File: config.mk
export PLATFORM = sky130hd
export DESIGN_NAME = mem_bus_arbiter
export DESIGN_NICKNAME = d
export VERILOG_FILES = /design/src/rtl/mem_bus_arbiter.sv
export SDC_FILE = /design/constraint.sdc
export NUM_CORES = 1
export LEC_CHECK = 0
export BUFFER_PORTS_ARGS = -buffer_cell sky130_fd_sc_hd__buf_2
export CAP_MARGIN = 30
export CORE_AREA = 2 2 178 180
export CTS_CLUSTER_SIZE = 40
export DETAILED_ROUTE_END_ITERATION = 10
export DIE_AREA = 0 0 180 182
export PLACE_DENSITY = 0.4
export SLEW_MARGIN = 15
export SYNTH_ARGS = -nofsm -noshare
export SYNTH_HDL_FRONTEND = slang
export SYNTH_SLANG_ARGS = --single-unit
File: constraint.sdc
create_clock -name clock -period 5.8 [get_ports clock]
set_input_delay 0 -clock clock [delete_from_list [all_inputs] [get_ports clock]]
set_output_delay 0 -clock clock [all_outputs]
set_load 0.01 [all_outputs]
File: src/rtl/mem_bus_arbiter.sv
// rtl/mem_bus_arbiter.sv - icache/dcache arbiter onto the proc2mem bus with tag-indexed return routing
//
// Purpose: grants one of two memory requesters (icache, dcache) onto the
// single proc2mem bus each cycle, records the owner of every accepted load
// under the memory tag it was given, and steers each returning
// mem2proc_data/tag back to the requester that issued the load.
//
// Ports:
//   clock, reset            - system clock, asynchronous active-high reset
//   ic_cmd/ic_addr          - icache request (cmd 0 NONE, 1 LOAD, 2 STORE)
//   dc_cmd/dc_addr/dc_data  - dcache request and store data
//   mem2proc_response       - tag accepted this cycle (0 = rejected)
//   mem2proc_data/tag       - returning load data and its tag (tag 0 = none)
//   proc2mem_command/addr/data - bus drive for the granted requester
//   ic_response/dc_response - mem2proc_response forwarded to the grantee only
//   ic_ret_*/dc_ret_*       - routed load return (valid, tag, data)
//   outstanding_cnt         - loads currently in flight
//   stray_tag               - pulse: nonzero return tag with no table entry

module mem_bus_arbiter #(
  parameter int XLEN            = 32,
  parameter int NUM_TAGS        = 15,
  parameter int MAX_OUTSTANDING = 8,
  parameter int STARVE_LIMIT    = 4
) (
  input  logic            clock,
  input  logic            reset,
  input  logic [1:0]      ic_cmd,
  input  logic [XLEN-1:0] ic_addr,
  input  logic [1:0]      dc_cmd,
  input  logic [XLEN-1:0] dc_addr,
  input  logic [63:0]     dc_data,
  input  logic [3:0]      mem2proc_response,
  input  logic [63:0]     mem2proc_data,
  input  logic [3:0]      mem2proc_tag,
  output logic [1:0]      proc2mem_command,
  output logic [XLEN-1:0] proc2mem_addr,
  output logic [63:0]     proc2mem_data,
  output logic [3:0]      ic_response,
  output logic [3:0]      dc_response,
  output logic            ic_ret_valid,
  output logic [3:0]      ic_ret_tag,
  output logic [63:0]     ic_ret_data,
  output logic            dc_ret_valid,
  output logic [3:0]      dc_ret_tag,
  output logic [63:0]     dc_ret_data,
  output logic [3:0]      outstanding_cnt,
  output logic            stray_tag
);

  localparam logic [1:0] CMD_NONE  = 2'd0;
  localparam logic [1:0] CMD_LOAD  = 2'd1;
  localparam logic [1:0] CMD_STORE = 2'd2;

  localparam int          SW         = $clog2(STARVE_LIMIT + 1);
  localparam logic [SW-1:0] STARVE_MAX = SW'(STARVE_LIMIT);
  localparam logic [3:0]  MAX_CNT    = 4'(MAX_OUTSTANDING);

  // Ownership table, indexed directly by the 4-bit memory tag. Entry 0 is
  // never allocated because a zero response means "rejected".
  logic [15:0]   valid_q, valid_d;
  logic [15:0]   owner_dc_q, owner_dc_d;   // 1 = dcache owns the tag
  logic [3:0]    outstanding_q, outstanding_d;
  logic [SW-1:0] starve_q, starve_d;

  logic ic_req, dc_req, ic_elig, dc_elig, full, prefer_ic;
  logic gnt_ic, gnt_dc;
  logic accepted, ic_acc, dc_acc, alloc;
  logic resp_in_range, tag_in_range, ret_hit, ret_to_dc;

  // ---------------- arbitration ----------------
  always_comb begin
    ic_req    = (ic_cmd == CMD_LOAD) || (ic_cmd == CMD_STORE);
    dc_req    = (dc_cmd == CMD_LOAD) || (dc_cmd == CMD_STORE);
    full      = (outstanding_q == MAX_CNT);
    // A full table blocks loads only; stores never allocate a tag.
    ic_elig   = ic_req && !(full && (ic_cmd == CMD_LOAD));
    dc_elig   = dc_req && !(full && (dc_cmd == CMD_LOAD));
    prefer_ic = (starve_q == STARVE_MAX) && ic_req;

    gnt_ic = 1'b0;
    gnt_dc = 1'b0;
    if (prefer_ic) begin
      if (ic_elig)      gnt_ic = 1'b1;
      else if (dc_elig) gnt_dc = 1'b1;
    end else begin
      if (dc_elig)      gnt_dc = 1'b1;
      else if (ic_elig) gnt_ic = 1'b1;
    end
  end

  // ---------------- accept / return decode ----------------
  always_comb begin
    accepted      = (mem2proc_response != 4'd0);
    ic_acc        = gnt_ic && accepted;
    dc_acc        = gnt_dc && accepted;
    resp_in_range = accepted && (32'(mem2proc_response) <= 32'(NUM_TAGS));
    alloc         = resp_in_range &&
                    ((ic_acc && (ic_cmd == CMD_LOAD)) || (dc_acc && (dc_cmd == CMD_LOAD)));
    tag_in_range  = (mem2proc_tag != 4'd0) && (32'(mem2proc_tag) <= 32'(NUM_TAGS));
    ret_hit       = tag_in_range && valid_q[mem2proc_tag];
    ret_to_dc     = owner_dc_q[mem2proc_tag];
  end

  // ---------------- next state ----------------
  always_comb begin
    valid_d       = valid_q;
    owner_dc_d    = owner_dc_q;
    outstanding_d = outstanding_q;
    starve_d      = starve_q;

    // Clear on return first so that a same-tag allocation in the same cycle
    // takes precedence and leaves the entry valid under its new owner.
    if (ret_hit) valid_d[mem2proc_tag] = 1'b0;
    if (alloc) begin
      valid_d[mem2proc_response]    = 1'b1;
      owner_dc_d[mem2proc_response] = gnt_dc;
    end

    case ({alloc, ret_hit})
      2'b10:   outstanding_d = outstanding_q + 4'd1;
      2'b01:   outstanding_d = outstanding_q - 4'd1;
      default: outstanding_d = outstanding_q;
    endcase

    if (!ic_req || ic_acc)
      starve_d = '0;
    else if (dc_acc && (starve_q != STARVE_MAX))
      starve_d = starve_q + 1'b1;
  end

  always_ff @(posedge clock or posedge reset) begin
    if (reset) begin
      valid_q       <= '0;
      owner_dc_q    <= '0;
      outstanding_q <= '0;
      starve_q      <= '0;
    end else begin
      valid_q       <= valid_d;
      owner_dc_q    <= owner_dc_d;
      outstanding_q <= outstanding_d;
      starve_q      <= starve_d;
    end
  end

  // ---------------- outputs ----------------
  // Combinational outputs are forced quiet while reset is held so the bus is
  // idle immediately on an asynchronous assertion.
  always_comb begin
    proc2mem_command = CMD_NONE;
    proc2mem_addr    = '0;
    proc2mem_data    = '0;
    ic_response      = 4'd0;
    dc_response      = 4'd0;
    ic_ret_valid     = 1'b0;
    ic_ret_tag       = 4'd0;
    ic_ret_data      = '0;
    dc_ret_valid     = 1'b0;
    dc_ret_tag       = 4'd0;
    dc_ret_data      = '0;
    stray_tag        = 1'b0;

    if (!reset) begin
      if (gnt_dc) begin
        proc2mem_command = dc_cmd;
        proc2mem_addr    = dc_addr;
        proc2mem_data    = dc_data;
        dc_response      = mem2proc_response;
      end else if (gnt_ic) begin
        proc2mem_command = ic_cmd;
        proc2mem_addr    = ic_addr;
        ic_response      = mem2proc_response;
      end

      if (ret_hit) begin
        if (ret_to_dc) begin
          dc_ret_valid = 1'b1;
          dc_ret_tag   = mem2proc_tag;
          dc_ret_data  = mem2proc_data;
        end else begin
          ic_ret_valid = 1'b1;
          ic_ret_tag   = mem2proc_tag;
          ic_ret_data  = mem2proc_data;
        end
      end

      stray_tag = (mem2proc_tag != 4'd0) && !ret_hit;
    end
  end

  assign outstanding_cnt = outstanding_q;

endmodule

Word-level counts from Yosys, hierarchy flattened
Cells that the tools add are included.

Bits in registers: 39. Input port bits: 206. Output and inout bits: 249. Logic and storage cells: 102.

$add $sub $neg: 3. $lt $le $gt $ge: 4. Equality and inequality tests: 9. Muxes and demuxes: 52. Bitwise gates (word level): 3. Reductions and logical operators: 27.

Operators with widths (number): $mux W64 (8); $mux W32 (3); $mux W4 (11); $mux W16 (2); $mux W1 (17); $and A16 B16 Y16 (1); $bwmux W16 (1); $not A16 Y16 (1); $or A16 B16 Y16 (1); $logic_and A1 B1 Y1 (15); $lt A4 B5 Y1 const B (2); $bmux W1 S4 (2); $demux W1 S4 (2); $ge A4 B1 Y1 const B (2); $pmux W4 S2 (1); $reduce_bool A4 Y1 (2); $eq A2 B1 Y1 const B (3); $eq A2 B2 Y1 const B (3); $mux W2 (3); $mux W3 (2); $add A4 B1 Y4 const B (1); $eq A4 B4 Y1 const B (1); $logic_not A1 Y1 (4); $logic_or A1 B1 Y1 (4); 5 further kinds (6).

Logic depth before layout (Yosys ltp)
Word-level depth: 13. Depth in mapped cells: 14. Depth with buffers taken out: 13.

Least setup slack after synthesis
Ideal clock, no wire load.

Path kind: register -> register. Start point: reg outstanding_q[1] (netlist: outstanding_cnt[1]). End point: reg outstanding_q[3] (netlist: outstanding_cnt[3]). Library setup time: 0.079 ns. Data arrival time: 2.825 ns. Required time: 5.721 ns. Setup slack: 2.896 ns. Stages on the path, launching flop included: 12. Path buffers: 2. Clock period less this slack: 2.904 ns. Path through: dfrtp_1 -> buf_2 -> or4b_1 -> o21ai_0 -> clkbuf_1 -> or3_1 -> ha_1 -> or3b_2 -> o21ai_0 -> nand3b_1 -> a21oi_1 -> xor2_1.

Word-level cells in the longest chain between the ends: 13. Elaborated cells between the ends (all ways): 25. Those cells by class: 2 x add/sub; 3 x eq/ne; 7 x mux; 13 x reduce/logical.

Ends and longest elaborated chain: from (decl) (line 63) `logic [3:0] outstanding_q, outstanding_d;`; from (signal assigned) (line 141) `outstanding_q <= outstanding_d;`; $eq A4 B4 Y1 (line 75) `full = (outstanding_q == MAX_CNT);`; $logic_and A1 B1 Y1 (on tied branches) (line 77, 78); $logic_not A1 Y1 (on tied branches) (line 77, 78); $logic_and A1 B1 Y1 (on tied branches) (line 77, 78); $mux W1 (on tied branches); $mux W1 (on tied branches) (line 87, 84); $mux W1 (line 83) `if (prefer_ic) begin`; $logic_and A1 B1 Y1 (on tied branches) (line 95, 96); $logic_and A1 B1 Y1 (line 99) `((ic_acc && (ic_cmd == CMD_LOAD)) || (dc_acc && (dc_cmd == CMD_LOAD)));`; $logic_or A1 B1 Y1 (line 99); $logic_and A1 B1 Y1 (line 98) `alloc = resp_in_range &&`; $eq A2 B1 Y1 or $eq A2 B2 Y1 (tied branches) (line 120) `case ({alloc, ret_hit})`; $pmux W4 S2 or $reduce_bool A2 Y1 (tied branches).

Several ways; a longest one is shown, not always the timed one. A chain may end at the register's enable or synchronous reset.

Final worst setup path
Start point: reg outstanding_q[0] (netlist: outstanding_cnt[0]). End point: out proc2mem_addr[13].

Word-level cells in the longest chain between the ends: 10. Elaborated cells between the ends (all ways): 16. Those cells by class: 1 x eq/ne; 9 x mux; 6 x reduce/logical.

Ends and longest elaborated chain: $eq A4 B4 Y1 * (line 75); $logic_and A1 B1 Y1 (line 77) `ic_elig = ic_req && !(full && (ic_cmd == CMD_LOAD));`; $logic_not A1 Y1 (line 77); $logic_and A1 B1 Y1 (line 77); $mux W1 (line 84, 88); $mux W1 (line 87) `if (dc_elig) gnt_dc = 1'b1;`; $mux W1 (line 83); $mux W32 (line 169) `end else if (gnt_ic) begin`; $mux W32 * (line 164) `if (gnt_dc) begin`; $mux W32 * (line 163) `if (!reset) begin`; to (decl) (line 37) `output logic [XLEN-1:0] proc2mem_addr,`.

Mark *: on every way between the ends. The rest lies on a longest branch, timed or not.

==> run metrics <==
status=completed; Inserted Clock Buffers=5; initial antenna violation count=11; synth unique cells=53; predominant post-synthesis flop cell=dfrtp_1; ys async rst share=100.0%; Worst Path Arrival=3390 ps; initial detailed-routing violation count=294; RR Startpoint=starve_q[0]$_DFFE_PP0P_; Gate Count Post-Synth=614; R2R setup slack=2660 ps; clock slew at reported path FFs=60 ps; core area=30990 um^2; IO buf count=454; area post-placement=6980 um^2; Peak VDD IR=0.0001539 V; Max Freq=294.7 MHz; switching share of power=40.44%; Switch Pwr=0.0005665 W; H-tree level count=2; row count=65; initial core utilization=14.46%; hold path depth=3; First-pass DRT Iterations=4; post-synth top area cell=and3_1; Via Count=6231; cell family with most CP delay=simple AND/OR/NAND/NOR gates; IO Pins=455; final wirelength=27750 um; HP Class=in2reg; max cap viols=0; first-pass GRT wire length=39590 um; Clock Skew=4.473 ps; cell-internal power=0.0008343 W; sequential area share after synthesis=21.79%; # DRC=0; Synth area leaders=and3_1 28%, dfrtp_1 22%, o21ai_0 6.3%, clkbuf_1 4.9%, a21oi_1 4.7%; Reg power frac=27.7%; Leakage=4.662 nW; flops & latches, synth=39; global placer's final weighted congestion=0.8307; Logic pwr share=49.2%; Pwr per Cell Area=193.8 nW/um^2; most common cell after layout, fill and taps aside=buf_2; post-synthesis net count=828; layout cell share with drive strength beyond 1=48.96%; final worst-path cycle share=58.50%; Final setup viols=0; CP max stage delay=650 ps; post-route ant nets=0; DR vias/cell=4.391; area growth from synthesis to layout=61.34%; Bufs and invs on worst path=2; # nets final=1224; Die Footprint=32760 um^2; vias in the first global route=5968; minimum clock period after layout=3393 ps; Synth warnings=0; reg2reg path depth=12; Worst R2R End=outstanding_cnt[3]$_DFFE_PP0P_; final core utilization=23.32%; synthesized area per cell=7.295 um^2; detailed placement HPWL=22900 um; Sink Count=39; worst-skew pair later-pin latency=280 ps; largest net degree at the start of global routing=137; RSZ-0062 raised after global routing=no; Chip Height=182 um; post-cts sizing count=0; Setup CP Type=reg2out; worst-margin pin slew=790.1 ps; WL/cell=19.56 um; CP Capture Type=output pin; setup TNS=0 ps; hold_sp=mem2proc_tag[2]; root buffer cell=clkbuf_16; Yosys top cell area share=28.49%; Post-Synthesis Cell Area=4479 um^2; clk buf depth=2; CP Max Fanout=38; most frequent cells in the layout=455 x buf_2, 203 x and3_1, 56 x o21ai_0; CP Data Required Time=5800 ps; Design Area, Final=7227 um^2; Die Wd=180 um; slowest CP cell=nor4b_1; Worst Hold End=valid_q[14]$_DFF_PP0_; Startpoint Class=flop; worst slew margin relative to its limit=47.33%; number of synthesized flops with an enable pin=0; worst path cell trace=nor4b_1, a211oi_1, nor2_4, buf_4, nand2_1, a21oi_1, buf_2; gr ovfl total=0; Clk pwr share=23.1%; Hold Fails Final Rpt=0; CTS tree=yes; Final Max Slew Viols=0; Total GRT Usage=15.84%
## cells by family (layout without fill, tap and decap cells)
family,count (synthesis),after routing,share of synthesized area (%)
XOR/XNOR,7,7,1.369
other,0,6,0
multiplexers,23,23,7.039
flip-flops,39,39,21.79
AO/OA/AOI/OAI,128,128,15.87
buffers and inverters,83,480,8.743
AND/OR/NAND/NOR,326,326,42.96
adder cells (fa/ha/maj),8,8,2.235
## routing by layer
| metal | track usage (%) | wire length (um) |
|---|---|---|
| met1 | 18.07 | 10640 |
| met2 | 29.89 | 14570 |
| met3 | 2.988 | 1873 |
| met4 | 4.423 | 646 |
| met5 | 0 | 24 |
## final cells by class
type	instances	area [um^2]
fillers	3624	23760
multi-input cells	492	3133
repair buffers	466	2407
flip-flops and latches	39	975.9
well taps	402	503.0
clock buffers	5	125.1
clock inverters	3	43.79
inverters	6	23.77
diodes	6	15.01
## worst max path at each step
stage,startpoint,endpoint,slack (ps),cells after the start
after floorplan,outstanding_cnt[1]$_DFFE_PP0P_,outstanding_cnt[3]$_DFFE_PP0P_,2900,11
after global placement,mem2proc_tag[0],ic_ret_tag[2],2550,7
after detailed placement,starve_q[0]$_DFFE_PP0P_,outstanding_cnt[3]$_DFFE_PP0P_,2510,12
after CTS,outstanding_cnt[0]$_DFFE_PP0P_,proc2mem_addr[13],2400,7
after global routing,outstanding_cnt[0]$_DFFE_PP0P_,proc2mem_addr[13],2250,7
final,outstanding_cnt[0]$_DFFE_PP0P_,proc2mem_addr[13],2410,7
## state kept, by name, indices dropped and copies added, names as in the netlist
name and flops:
starve_q 3, outstanding_cnt 4, valid_q 16, owner_dc_q 16
## Yosys cell counts, types with 2 or more instances
cell / count
a211oi_1: 2
a21o_1: 10
a21oi_1: 42
and2_1: 5
and3_1: 204
buf_2: 4
buf_8: 5
clkbuf_1: 58
clkbuf_2: 9
dfrtp_1: 39
ha_1: 8
inv_1: 6
mux2_2: 9
mux2i_1: 9
mux4_1: 3
mux4_2: 2
nand2_1: 50
nand2b_1: 8
nand3_1: 4
nand3b_1: 5
nand4_1: 2
nor2_1: 9
nor2b_1: 7
nor3_1: 5
nor3b_1: 4
nor4_1: 8
o21ai_0: 56
o21ai_1: 9
or2_2: 2
or3_1: 2
xnor2_1: 3
xor2_1: 4
## worst reg2reg max path: stages (launching register included)
cell      delay (ps)
dfrtp_1          350
inv_1             70
ha_1             230
nand3b_1         240
nand2_1           90
a21oi_1          640
or3_1            250
ha_1             260
or3b_2           460
o21ai_0           80
nand3b_1          90
a21oi_1          180
xor2_1           150
## repair_timing
action | in CTS | in global routing
setup buffers | 0 | 0
hold endpoints to repair | 20 | 0
hold buffers | 1 | 0
## power groups by stage
stage	Sequential, W	Combinational [W]	Clock (W)
after floorplan	0.000379	0.000416	0
after global placement	0.000393	0.000676	0
after detailed placement	0.000394	0.000683	0
after CTS	0.000389	0.000684	0.000330
after global routing	0.000397	0.000766	0.000346
final	0.000388	0.000689	0.000324
## per-stage QoR
| stage | hold WS (ps) | std cells | setup slack, ps | total power (W) |
|---|---|---|---|---|
| global route | 154.2 | 1416 | 2245 | 0.001509 |
| CTS | 132.7 | 1410 | 2395 | 0.001403 |
| global placement | 69.42 | 1400 | 2552 | 0.001068 |
| detailed placement | 65.49 | 1401 | 2507 | 0.001077 |
| finish | 126.5 | 1419 | 2407 | 0.001401 |
| floorplan | 121.7 | 614 | 2896 | 0.0007948 |
Note: power is estimated with default switching activity, not from simulation.
